[config.mk]
export PLATFORM = sky130hd
export DESIGN_NAME = matrix_uart_rx_parser_flat
export DESIGN_NICKNAME = d
export VERILOG_FILES = /design/src/rtl/matrix_uart_rx_parser_if.sv /design/src/rtl/matrix_uart_rx_parser.sv /design/src/flat_wrapper.sv
export SDC_FILE = /design/constraint.sdc
export NUM_CORES = 1
export LEC_CHECK = 0
export CAP_MARGIN = 20
export CORE_UTILIZATION = 54
export DETAILED_ROUTE_END_ITERATION = 7
export PLACE_DENSITY = 0.92
export SETUP_SLACK_MARGIN = 0.3
export SLEW_MARGIN = 5
export SYNTH_ARGS = -nofsm -noshare
export SYNTH_HDL_FRONTEND = slang
export SYNTH_SLANG_ARGS = --single-unit
[constraint.sdc]
create_clock -name clk -period 6.1 [get_ports clk]
set_input_delay 1.22 -clock clk [delete_from_list [all_inputs] [get_ports clk]]
set_output_delay 1.22 -clock clk [all_outputs]
set_load 0.005 [all_outputs]
[src/rtl/matrix_uart_rx_parser_if.sv]
// rtl/matrix_uart_rx_parser_if.sv - control, byte stream and result bundle of the matrix rx parser
interface matrix_uart_rx_parser_if #(
   parameter int DATA_W = 200
);
   logic              start;
   logic              hdrEn;
   logic [7:0]        mIn;
   logic [7:0]        nIn;
   logic [7:0]        rxData;
   logic              rxValid;
   logic [DATA_W-1:0] matrixData;
   logic [7:0]        mOut;
   logic [7:0]        nOut;
   logic              done;
   logic              busy;
   logic              error;
   logic [1:0]        errCode;

   modport master (
      output start, hdrEn, mIn, nIn, rxData, rxValid,
      input  matrixData, mOut, nOut, done, busy, error, errCode
   );

   modport slave (
      input  start, hdrEn, mIn, nIn, rxData, rxValid,
      output matrixData, mOut, nOut, done, busy, error, errCode
   );
endinterface

[src/rtl/matrix_uart_rx_parser.sv]
// rtl/matrix_uart_rx_parser.sv - ASCII decimal matrix parser fed by the UART byte receiver
// Parses an optional m,n header then m*n row-major elements into a packed byte bus.
module matrix_uart_rx_parser #(
   parameter int MAX_DIM = 5,
   parameter int DATA_W  = 200
) (
   input logic                    clk,
   input logic                    uartRxRstN,
   matrix_uart_rx_parser_if.slave bus
);
   typedef enum logic [2:0] {IDLE, HDR_M, HDR_N, ELEM, ERR} state_t;

   localparam int         NUM_ELEM  = MAX_DIM * MAX_DIM;
   localparam logic [7:0] MAX_DIM_B = 8'(MAX_DIM);

   state_t            state_q, state_d;
   logic [7:0]        acc_q, acc_d;
   logic              in_tok_q, in_tok_d;
   logic [4:0]        idx_q, idx_d;
   logic [7:0]        m_q, m_d;
   logic [7:0]        n_q, n_d;
   logic [DATA_W-1:0] data_q, data_d;
   logic              done_q, done_d;
   logic              err_q, err_d;
   logic [1:0]        code_q, code_d;

   logic              is_digit;
   logic              is_sep;
   logic              active;
   logic [11:0]       acc_next;
   logic [7:0]        elem_total;

   function automatic logic dim_ok(input logic [7:0] v);
      return (v != 8'd0) && (v <= MAX_DIM_B);
   endfunction

   assign is_digit   = (bus.rxData >= 8'h30) && (bus.rxData <= 8'h39);
   assign is_sep     = (bus.rxData == 8'h20) || (bus.rxData == 8'h0A) ||
                       (bus.rxData == 8'h0D) || (bus.rxData == 8'h09);
   assign active     = (state_q == HDR_M) || (state_q == HDR_N) || (state_q == ELEM);
   // Widened so an overflowing token is detected before it is truncated.
   assign acc_next   = ({4'd0, acc_q} * 12'd10) + {8'd0, bus.rxData[3:0]};
   assign elem_total = {4'd0, m_q[3:0]} * {4'd0, n_q[3:0]};

   always_comb begin
      state_d  = state_q;
      acc_d    = acc_q;
      in_tok_d = in_tok_q;
      idx_d    = idx_q;
      m_d      = m_q;
      n_d      = n_q;
      data_d   = data_q;
      done_d   = 1'b0;
      err_d    = err_q;
      code_d   = code_q;

      if (bus.start) begin
         data_d   = '0;
         err_d    = 1'b0;
         code_d   = 2'd0;
         acc_d    = 8'd0;
         in_tok_d = 1'b0;
         idx_d    = 5'd0;
         if (bus.hdrEn) begin
            m_d     = 8'd0;
            n_d     = 8'd0;
            state_d = HDR_M;
         end else begin
            m_d = bus.mIn;
            n_d = bus.nIn;
            if (dim_ok(bus.mIn) && dim_ok(bus.nIn)) begin
               state_d = ELEM;
            end else begin
               state_d = ERR;
               err_d   = 1'b1;
               code_d  = 2'd3;
            end
         end
      end else if (bus.rxValid && active) begin
         if (is_digit) begin
            if (acc_next > 12'd255) begin
               state_d = ERR;
               err_d   = 1'b1;
               code_d  = 2'd2;
            end else begin
               acc_d    = acc_next[7:0];
               in_tok_d = 1'b1;
            end
         end else if (is_sep) begin
            if (in_tok_q) begin
               acc_d    = 8'd0;
               in_tok_d = 1'b0;
               case (state_q)
                  HDR_M: begin
                     if (dim_ok(acc_q)) begin
                        m_d     = acc_q;
                        state_d = HDR_N;
                     end else begin
                        state_d = ERR;
                        err_d   = 1'b1;
                        code_d  = 2'd3;
                     end
                  end
                  HDR_N: begin
                     if (dim_ok(acc_q)) begin
                        n_d     = acc_q;
                        state_d = ELEM;
                     end else begin
                        state_d = ERR;
                        err_d   = 1'b1;
                        code_d  = 2'd3;
                     end
                  end
                  default: begin
                     for (int k = 0; k < NUM_ELEM; k++) begin
                        if (idx_q == 5'(k)) data_d[k*8 +: 8] = acc_q;
                     end
                     idx_d = idx_q + 5'd1;
                     if (({3'd0, idx_q} + 8'd1) == elem_total) begin
                        state_d = IDLE;
                        done_d  = 1'b1;
                     end
                  end
               endcase
            end
         end else begin
            state_d = ERR;
            err_d   = 1'b1;
            code_d  = 2'd1;
         end
      end
   end

   always_ff @(posedge clk or negedge uartRxRstN) begin
      if (!uartRxRstN) begin
         state_q  <= IDLE;
         acc_q    <= 8'd0;
         in_tok_q <= 1'b0;
         idx_q    <= 5'd0;
         m_q      <= 8'd0;
         n_q      <= 8'd0;
         data_q   <= '0;
         done_q   <= 1'b0;
         err_q    <= 1'b0;
         code_q   <= 2'd0;
      end else begin
         state_q  <= state_d;
         acc_q    <= acc_d;
         in_tok_q <= in_tok_d;
         idx_q    <= idx_d;
         m_q      <= m_d;
         n_q      <= n_d;
         data_q   <= data_d;
         done_q   <= done_d;
         err_q    <= err_d;
         code_q   <= code_d;
      end
   end

   assign bus.matrixData = data_q;
   assign bus.mOut       = m_q;
   assign bus.nOut       = n_q;
   assign bus.done       = done_q;
   assign bus.busy       = active;
   assign bus.error      = err_q;
   assign bus.errCode    = code_q;
endmodule

[src/flat_wrapper.sv]
// flat-port wrapper written by rule: the top's interface ports become plain ports
module matrix_uart_rx_parser_flat 
#(
   parameter int MAX_DIM = 5,
   parameter int DATA_W  = 200
)
  (clk, uartRxRstN, bus_start, bus_hdrEn, bus_mIn, bus_nIn, bus_rxData, bus_rxValid, bus_matrixData, bus_mOut, bus_nOut, bus_done, bus_busy, bus_error, bus_errCode);
  matrix_uart_rx_parser_if #(.DATA_W(DATA_W)) bus_i ();
  input logic clk;
  input logic uartRxRstN;
  input wire logic [$bits(bus_i.start)-1:0] bus_start;
  input wire logic [$bits(bus_i.hdrEn)-1:0] bus_hdrEn;
  input wire logic [$bits(bus_i.mIn)-1:0] bus_mIn;
  input wire logic [$bits(bus_i.nIn)-1:0] bus_nIn;
  input wire logic [$bits(bus_i.rxData)-1:0] bus_rxData;
  input wire logic [$bits(bus_i.rxValid)-1:0] bus_rxValid;
  output wire logic [$bits(bus_i.matrixData)-1:0] bus_matrixData;
  output wire logic [$bits(bus_i.mOut)-1:0] bus_mOut;
  output wire logic [$bits(bus_i.nOut)-1:0] bus_nOut;
  output wire logic [$bits(bus_i.done)-1:0] bus_done;
  output wire logic [$bits(bus_i.busy)-1:0] bus_busy;
  output wire logic [$bits(bus_i.error)-1:0] bus_error;
  output wire logic [$bits(bus_i.errCode)-1:0] bus_errCode;
  assign bus_i.start = bus_start;
  assign bus_i.hdrEn = bus_hdrEn;
  assign bus_i.mIn = bus_mIn;
  assign bus_i.nIn = bus_nIn;
  assign bus_i.rxData = bus_rxData;
  assign bus_i.rxValid = bus_rxValid;
  assign bus_matrixData = bus_i.matrixData;
  assign bus_mOut = bus_i.mOut;
  assign bus_nOut = bus_i.nOut;
  assign bus_done = bus_i.done;
  assign bus_busy = bus_i.busy;
  assign bus_error = bus_i.error;
  assign bus_errCode = bus_i.errCode;
  matrix_uart_rx_parser #(.MAX_DIM(MAX_DIM), .DATA_W(DATA_W)) u_core (.clk(clk), .uartRxRstN(uartRxRstN), .bus(bus_i));
endmodule
==> impl_metrics.ini, run 1 <==
[critical_path]
critical_path.max_fanout = 6
start_kind = register
cp.required_ps = 6480
crit_chain = nand2_1, fa_1, inv_1, fa_1, inv_1, fa_1, xnor2_1, xnor2_1, nor4_1, nand3_1, o31a_1, nor3_2, mux2_1
crit_cells = 13
cpMostUsedCell = fa_1
critPathKind = register to register
critPathSlowestCell = fa_1
max_stage_delay_ps = 570
critPathBufInv = 2
end_kind = register
crit_arrival_ps = 4460
cp_top_family = adder cells
ff2ff_path_depth = 13

[synthesis]
synth_area_per_cell_um2 = 11.75
synth_cells = 910
synth-edff-count = 0
yosysMostFrequentCell = dfrtp_1
synthTopCellsByCount = 237 x dfrtp_1, 133 x nand2_1, 110 x mux2_2, 102 x o21ai_0, 39 x clkbuf_1
synth-seq-cells = 237
ys_seq_area_frac = 0.5545
synth_top_area_frac = 0.5545
synth_area_leaders = dfrtp_1 55%, mux2_2 12%, o21ai_0 4.8%
synth.distinct_cells = 63
async_flop_share = 1.000
post_synth_instance_area_mm2 = 0.01070
yosys_warnings = 0
syn-num-nets = 977
synth_ff_type = dfrtp_1
synth_top_cell_by_area = dfrtp_1

[timing]
fmax_ghz = 0.2451
relSlewSlack = 0.3041
setup_violations = 0
fin_tns_setup_ps = 0
rsz0062_at_grt = false
worst_pin_slew_ps = 1037
min_period_ps = 4080
finClkSkew_ps = 24.21
hold_violations = 0
fin_crit_sh = 0.6688
maxSlewViolCount = 0

[pwr]
p_clk_frac = 0.462
p_comb_frac = 0.071
p_int_mw = 2.668
p_leak_nw = 6.536
switchingPower_uw = 793.4
peakVddDrop_v = 0.0002117
swShare = 0.2292
powerDensity_mw_per_mm2 = 241.7
p_seq_frac = 0.467

[route]
drc = 0
routed_via_density = 5.624
drt-pass1-iter-count = 5
dr_wl_met3_um = 2587
wl_per_cell_um = 20.47
dr_wl_met2_um = 14760
drt-initial-drc-count = 442
vias = 8071
drtAntennaViolNets = 0
maxUsedRoutingLayer = met4
met1_length_um = 11150
wl_um = 29380

[cts]
cts-root-buf = clkbuf_16
clk_path_buf_depth = 3
postCtsSetupBuffers = 0
cts_resized = 0
holdBufCountCts = 0
clock_latency_ps = 520
htree_levels = 1
cts_tree = yes
numClockSinks = 237
cts.clk_slew.worst_paths_ps = 70
cts_buffers = 24

[cells_and_area]
num_antenna_cells = 0
drive_gt1_frac = 0.1658
final_nets = 1219
syn_to_final_growth_pct = 33.88
fillers = 1232
fin_util = 0.7357

[global_route]
grt_pass1_wl_um = 45770
antenna_found_initial = 0
grt_usage = 0.2924
overflow = 0
grt_max_degree = 161
grt_pass1_vias = 8430

[die]
rows = 51
die_w_um = 142.7
start_util = 0.5495
fp.dieH_um = 142.7
dieArea_mm2 = 0.02037
core_mm2 = 0.01946
num_io_pins = 250

[place]
hpwl_um = 20140
routabilityCongestion = 0.8460
portBuffers = 249

[min_path]
holdPathStages = 2
hp-class = register to register

[outcome]
status = complete, no violations

[job]
maxCapViolCount = 0
## stage by stage
step                      power, mW  worst slack (ps)  instances  instance area [um^2]  hold WS (ps)
final                         3.461              2020       1435                 14320         481.0
after global routing          3.560              1829       1435                 14320         498.8
after CTS                     3.472              1983       1433                 14310         482.9
after detailed placement      1.888              1603       1389                 13440         470.1
after global placement        1.881              1760       1388                 13430         461.6
after floorplan               1.773              2369        910                 10700         473.3
## power by group through the flow
| stage | Sequential [mW] | Combinational (mW) | Clock, mW |
|---|---|---|---|
| 6_report | 1.62 | 0.244 | 1.60 |
| 3_3_place_gp | 1.64 | 0.237 | 0 |
| 4_1_cts | 1.62 | 0.244 | 1.61 |
| 3_5_place_dp | 1.65 | 0.243 | 0 |
| 5_1_grt | 1.62 | 0.268 | 1.67 |
| 2_1_floorplan | 1.63 | 0.140 | 0 |
## area by class of cell
| class | instances | area [um^2] | share of cell area |
|---|---|---|---|
| clock buffer | 34 | 709.4 | 0.04955 |
| clock inverter | 10 | 158.9 | 0.01110 |
| inverter | 19 | 71.32 | 0.004981 |
| multi-input combinational | 609 | 4516 | 0.3154 |
| sequential | 237 | 5931 | 0.4142 |
| tap | 265 | 331.6 | 0.02316 |
| timing repair buffer | 261 | 2601 | 0.1817 |
## worst reg2reg max path, cell delays in order (launching register included)
cell     delay (ps)
dfrtp_1         430
nand2_1         120
fa_1            550
inv_1            50
fa_1            570
inv_1            70
fa_1            510
xnor2_1         160
xnor2_1         140
nor4_1          310
nand3_1         140
o31a_1          330
nor3_2          230
mux2_1          360
## placed cells by master, fill, tap and decap left out, drive strengths merged, types with 5 or more instances in the layout
master,count
and2,13
nor3,9
nor2,34
dfrtp,237
a21oi,35
nand3,7
mux2,117
nand2,134
inv,20
nor4,7
a22o,14
buf,13
fa,6
o21ai,112
ha,32
nor3b,5
nor2b,17
clkbuf,34
nand2b,5
xnor2,14
clkdlybuf4s50,248
## kinds of logic (layout without fill, tap and decap cells)
kind of cell / count (synthesis) / count (layout) / synth area share
xor+xnor: 18 / 18 / 0.01544
simple gates: 242 / 242 / 0.1204
compound gates: 193 / 193 / 0.1118
buf+inv: 64 / 324 / 0.02398
fa+ha+maj: 38 / 38 / 0.04867
mux: 118 / 118 / 0.1252
flops: 237 / 237 / 0.5545
## per-layer routing
layer,vias to the layer above,global-route usage
met1,4029,0.3441
met2,344,0.5080
met5,-,0
li1,3642,-
met4,0,0.1126
met3,56,0.08115
## worst paths after layout
| kind | slack, ps | endpoint | from |
|---|---|---|---|
| max reg2reg | 2020 | u_core.state_q[0] | u_core.bus.nOut[3] |
| min reg2reg | 480 | u_core.bus.matrixData[66] | u_core.bus.matrixData[66] |
| max | 2020 | u_core.state_q[0] | u_core.bus.nOut[3] |
| min | 480 | u_core.bus.matrixData[66] | u_core.bus.matrixData[66] |
| max in group asynchronous | 4160 | u_core.bus.matrixData[174] | uartRxRstN |
| min in group asynchronous | 660 | u_core.bus.matrixData[123] | uartRxRstN |
## state kept, by name, indices dropped and copies added (netlist names)
register / count
u_core.bus.done: 1
u_core.bus.mOut: 8
u_core.bus.nOut: 8
u_core.acc_q: 8
u_core.bus.errCode: 2
u_core.bus.error: 1
u_core.state_q: 3
u_core.bus.matrixData: 200
u_core.in_tok_q: 1
u_core.idx_q: 5
Note: power is estimated with default switching activity, not from simulation.
==> run 2: changes to the inputs <==
- CORE_UTILIZATION: 54 -> 50
- PLACE_DENSITY: 0.92 -> 0.87
- clock period: 6.1 -> 3.9 ns (I/O delays scaled with it)
==> run 2 against run 1 <==
  * Total power up 55%
  * Final cell count up 2.2%
  * Register-to-register slack worse by 1700 ps
  * Largest cell class unchanged
  * Via count about the same
  * Critical path type unchanged
  * Sequential share of layout area down 0.56 points
  * Setup slack worse by 1700 ps
  * First-iteration DRC count down 14%
==> impl_metrics.ini, run 2 (synthesis gave the netlist of run 1 again) <==
[cts]
clock_latency_ps = 520
numClockSinks = 237
cts-root-buf = clkbuf_16
holdBufCountCts = 0
clk_path_buf_depth = 3
cts_tree = yes
cts.clk_slew.worst_paths_ps = 70
cts_buffers = 25
htree_levels = 1

[min_path]
hp-class = primary input to asynchronous set/reset pin

[timing]
whs_ps = 280.8
fin_crit_sh = 0.9160
fmax_ghz = 0.2799
hold_violations = 0
setup_violations = 0
worst_slack_ps = 327.8
fin_tns_setup_ps = 0
min_period_ps = 3572
relSlewSlack = 0.3528
maxSlewViolCount = 0
rsz0062_at_grt = true
worst_pin_slew_ps = 964.3
finClkSkew_ps = 15.60

[die]
num_io_pins = 250
rows = 53
fp.dieH_um = 148.3
dieArea_mm2 = 0.02198
die_w_um = 148.3
core_mm2 = 0.02102
start_util = 0.5088

[critical_path]
critPathSlowestCell = fa_2
r2r-end = u_core.state_q[0]
worstSetupStartpoint = u_core.bus.mOut[0]
worstReg2RegStart = u_core.bus.mOut[0]
crit_chain = nand2_2, fa_1, inv_2, fa_1, inv_2, fa_2, xnor2_1, xnor2_1, nor4_1, nand3_1, o31a_1, nor3_4, mux2_1
critPathKind = register to register
max_stage_delay_ps = 560
critical_path.max_fanout = 2
start_kind = register
critPathBufInv = 2
end_kind = register
cp_top_family = adder cells
ff2ff_path_depth = 13
ff2ff_setup_slack_ps = 330
cp.required_ps = 4290
crit_arrival_ps = 3960

[global_route]
grt_usage = 0.2694
antenna_found_initial = 0
grt_max_degree = 105
grt_pass1_wl_um = 46020
overflow = 0
grt_pass1_vias = 8381

[route]
dr_wl_met2_um = 13870
drt-pass1-iter-count = 5
wl_per_cell_um = 19.73
drt-initial-drc-count = 378
wl_um = 28940
drc = 0
drtAntennaViolNets = 0
vias = 8069
routed_via_density = 5.500
met1_length_um = 11250
dr_wl_met3_um = 3099
maxUsedRoutingLayer = met4

[outcome]
status = complete, no violations

[cells_and_area]
syn_to_final_growth_pct = 35.72
final_cell_mix = 248 x clkdlybuf4s50_1, 237 x dfrtp_1, 131 x nand2_1, 110 x mux2_2, 102 x o21ai_0
final_area_mm2 = 0.01452
drive_gt1_frac = 0.1879
num_antenna_cells = 0
largest_reg_flops = 200
final_common_cell = clkdlybuf4s50_1
final_nets = 1242
fin_util = 0.6905

[pwr]
p_int_mw = 4.098
p_comb_frac = 0.076
p_seq_frac = 0.472
powerDensity_mw_per_mm2 = 368.6
switchingPower_mw = 1.253
swShare = 0.2341
peakVddDrop_v = 0.0004098
p_leak_nw = 6.647
p_clk_frac = 0.452

[job]
maxCapViolCount = 0

[place]
routabilityCongestion = 0.8544
portBuffers = 249
dpl_cell_area_mm2 = 0.01355
pre_cts_ws_ps = 109.8
hpwl_um = 20010
==> run 2: cell type report <==
| cell class | instances | area [um^2] |
|---|---|---|
| clock buffer | 35 | 733.2 |
| clock inverter | 9 | 111.4 |
| fill | 1422 | 6506 |
| inverter | 19 | 71.32 |
| multi-input combinational | 609 | 4548 |
| sequential | 237 | 5931 |
| tap | 275 | 344.1 |
| timing repair buffer | 283 | 2776 |
==> run 2: stage by stage <==
step                      std cells  power, mW
after CTS                      1463      5.380
after detailed placement       1412      2.964
after floorplan                 910      2.773
after global routing           1467      5.535
after global placement         1410      2.954
final                          1467      5.351
==> run 2: repair_timing <==
| item | 4_1_cts | 5_1_grt |
|---|---|---|
| buffers inserted | 7 | 1 |
| resized for setup | 1 | 8 |
| pin swaps | 1 | 2 |
| setup endpoints to repair | 2 | 3 |
| hold endpoints to repair | 0 | 0 |
==> run 2: per-layer routing <==
metal / up-vias / track usage
met2: 370 / 0.4491
li1: 3691 / -
met5: - / 0
met4: 0 / 0.08351
met3: 55 / 0.08926
met1: 3953 / 0.3315
==> run 2: power groups by stage <==
| stage | Combinational [mW] | Sequential [mW] | Clock [mW] |
|---|---|---|---|
| floorplan | 0.219 | 2.55 | 0 |
| global placement | 0.385 | 2.57 | 0 |
| detailed placement | 0.392 | 2.57 | 0 |
| CTS | 0.406 | 2.52 | 2.45 |
| global route | 0.448 | 2.53 | 2.56 |
| finish | 0.408 | 2.53 | 2.42 |
==> run 2: how the worst max path moves through the flow <==
stage / to / slack, ps / depth (start not counted)
after global routing: u_core.state_q[0] / 180 / 13
after floorplan: u_core.state_q[0] / 330 / 13
after CTS: u_core.state_q[0] / 300 / 13
after detailed placement: u_core.state_q[0] / 110 / 13
after global placement: u_core.state_q[0] / 180 / 13
final: u_core.state_q[0] / 330 / 13
==> run 2: worst reg2reg max path, delay by kind of cell (launching register included) <==
kind            cells  cell delay (ps)
xor+xnor            2              220
compound gates      1              290
buf+inv             2               90
mux                 1              350
fa+ha+maj           3             1610
flops               1              370
simple gates        4              540
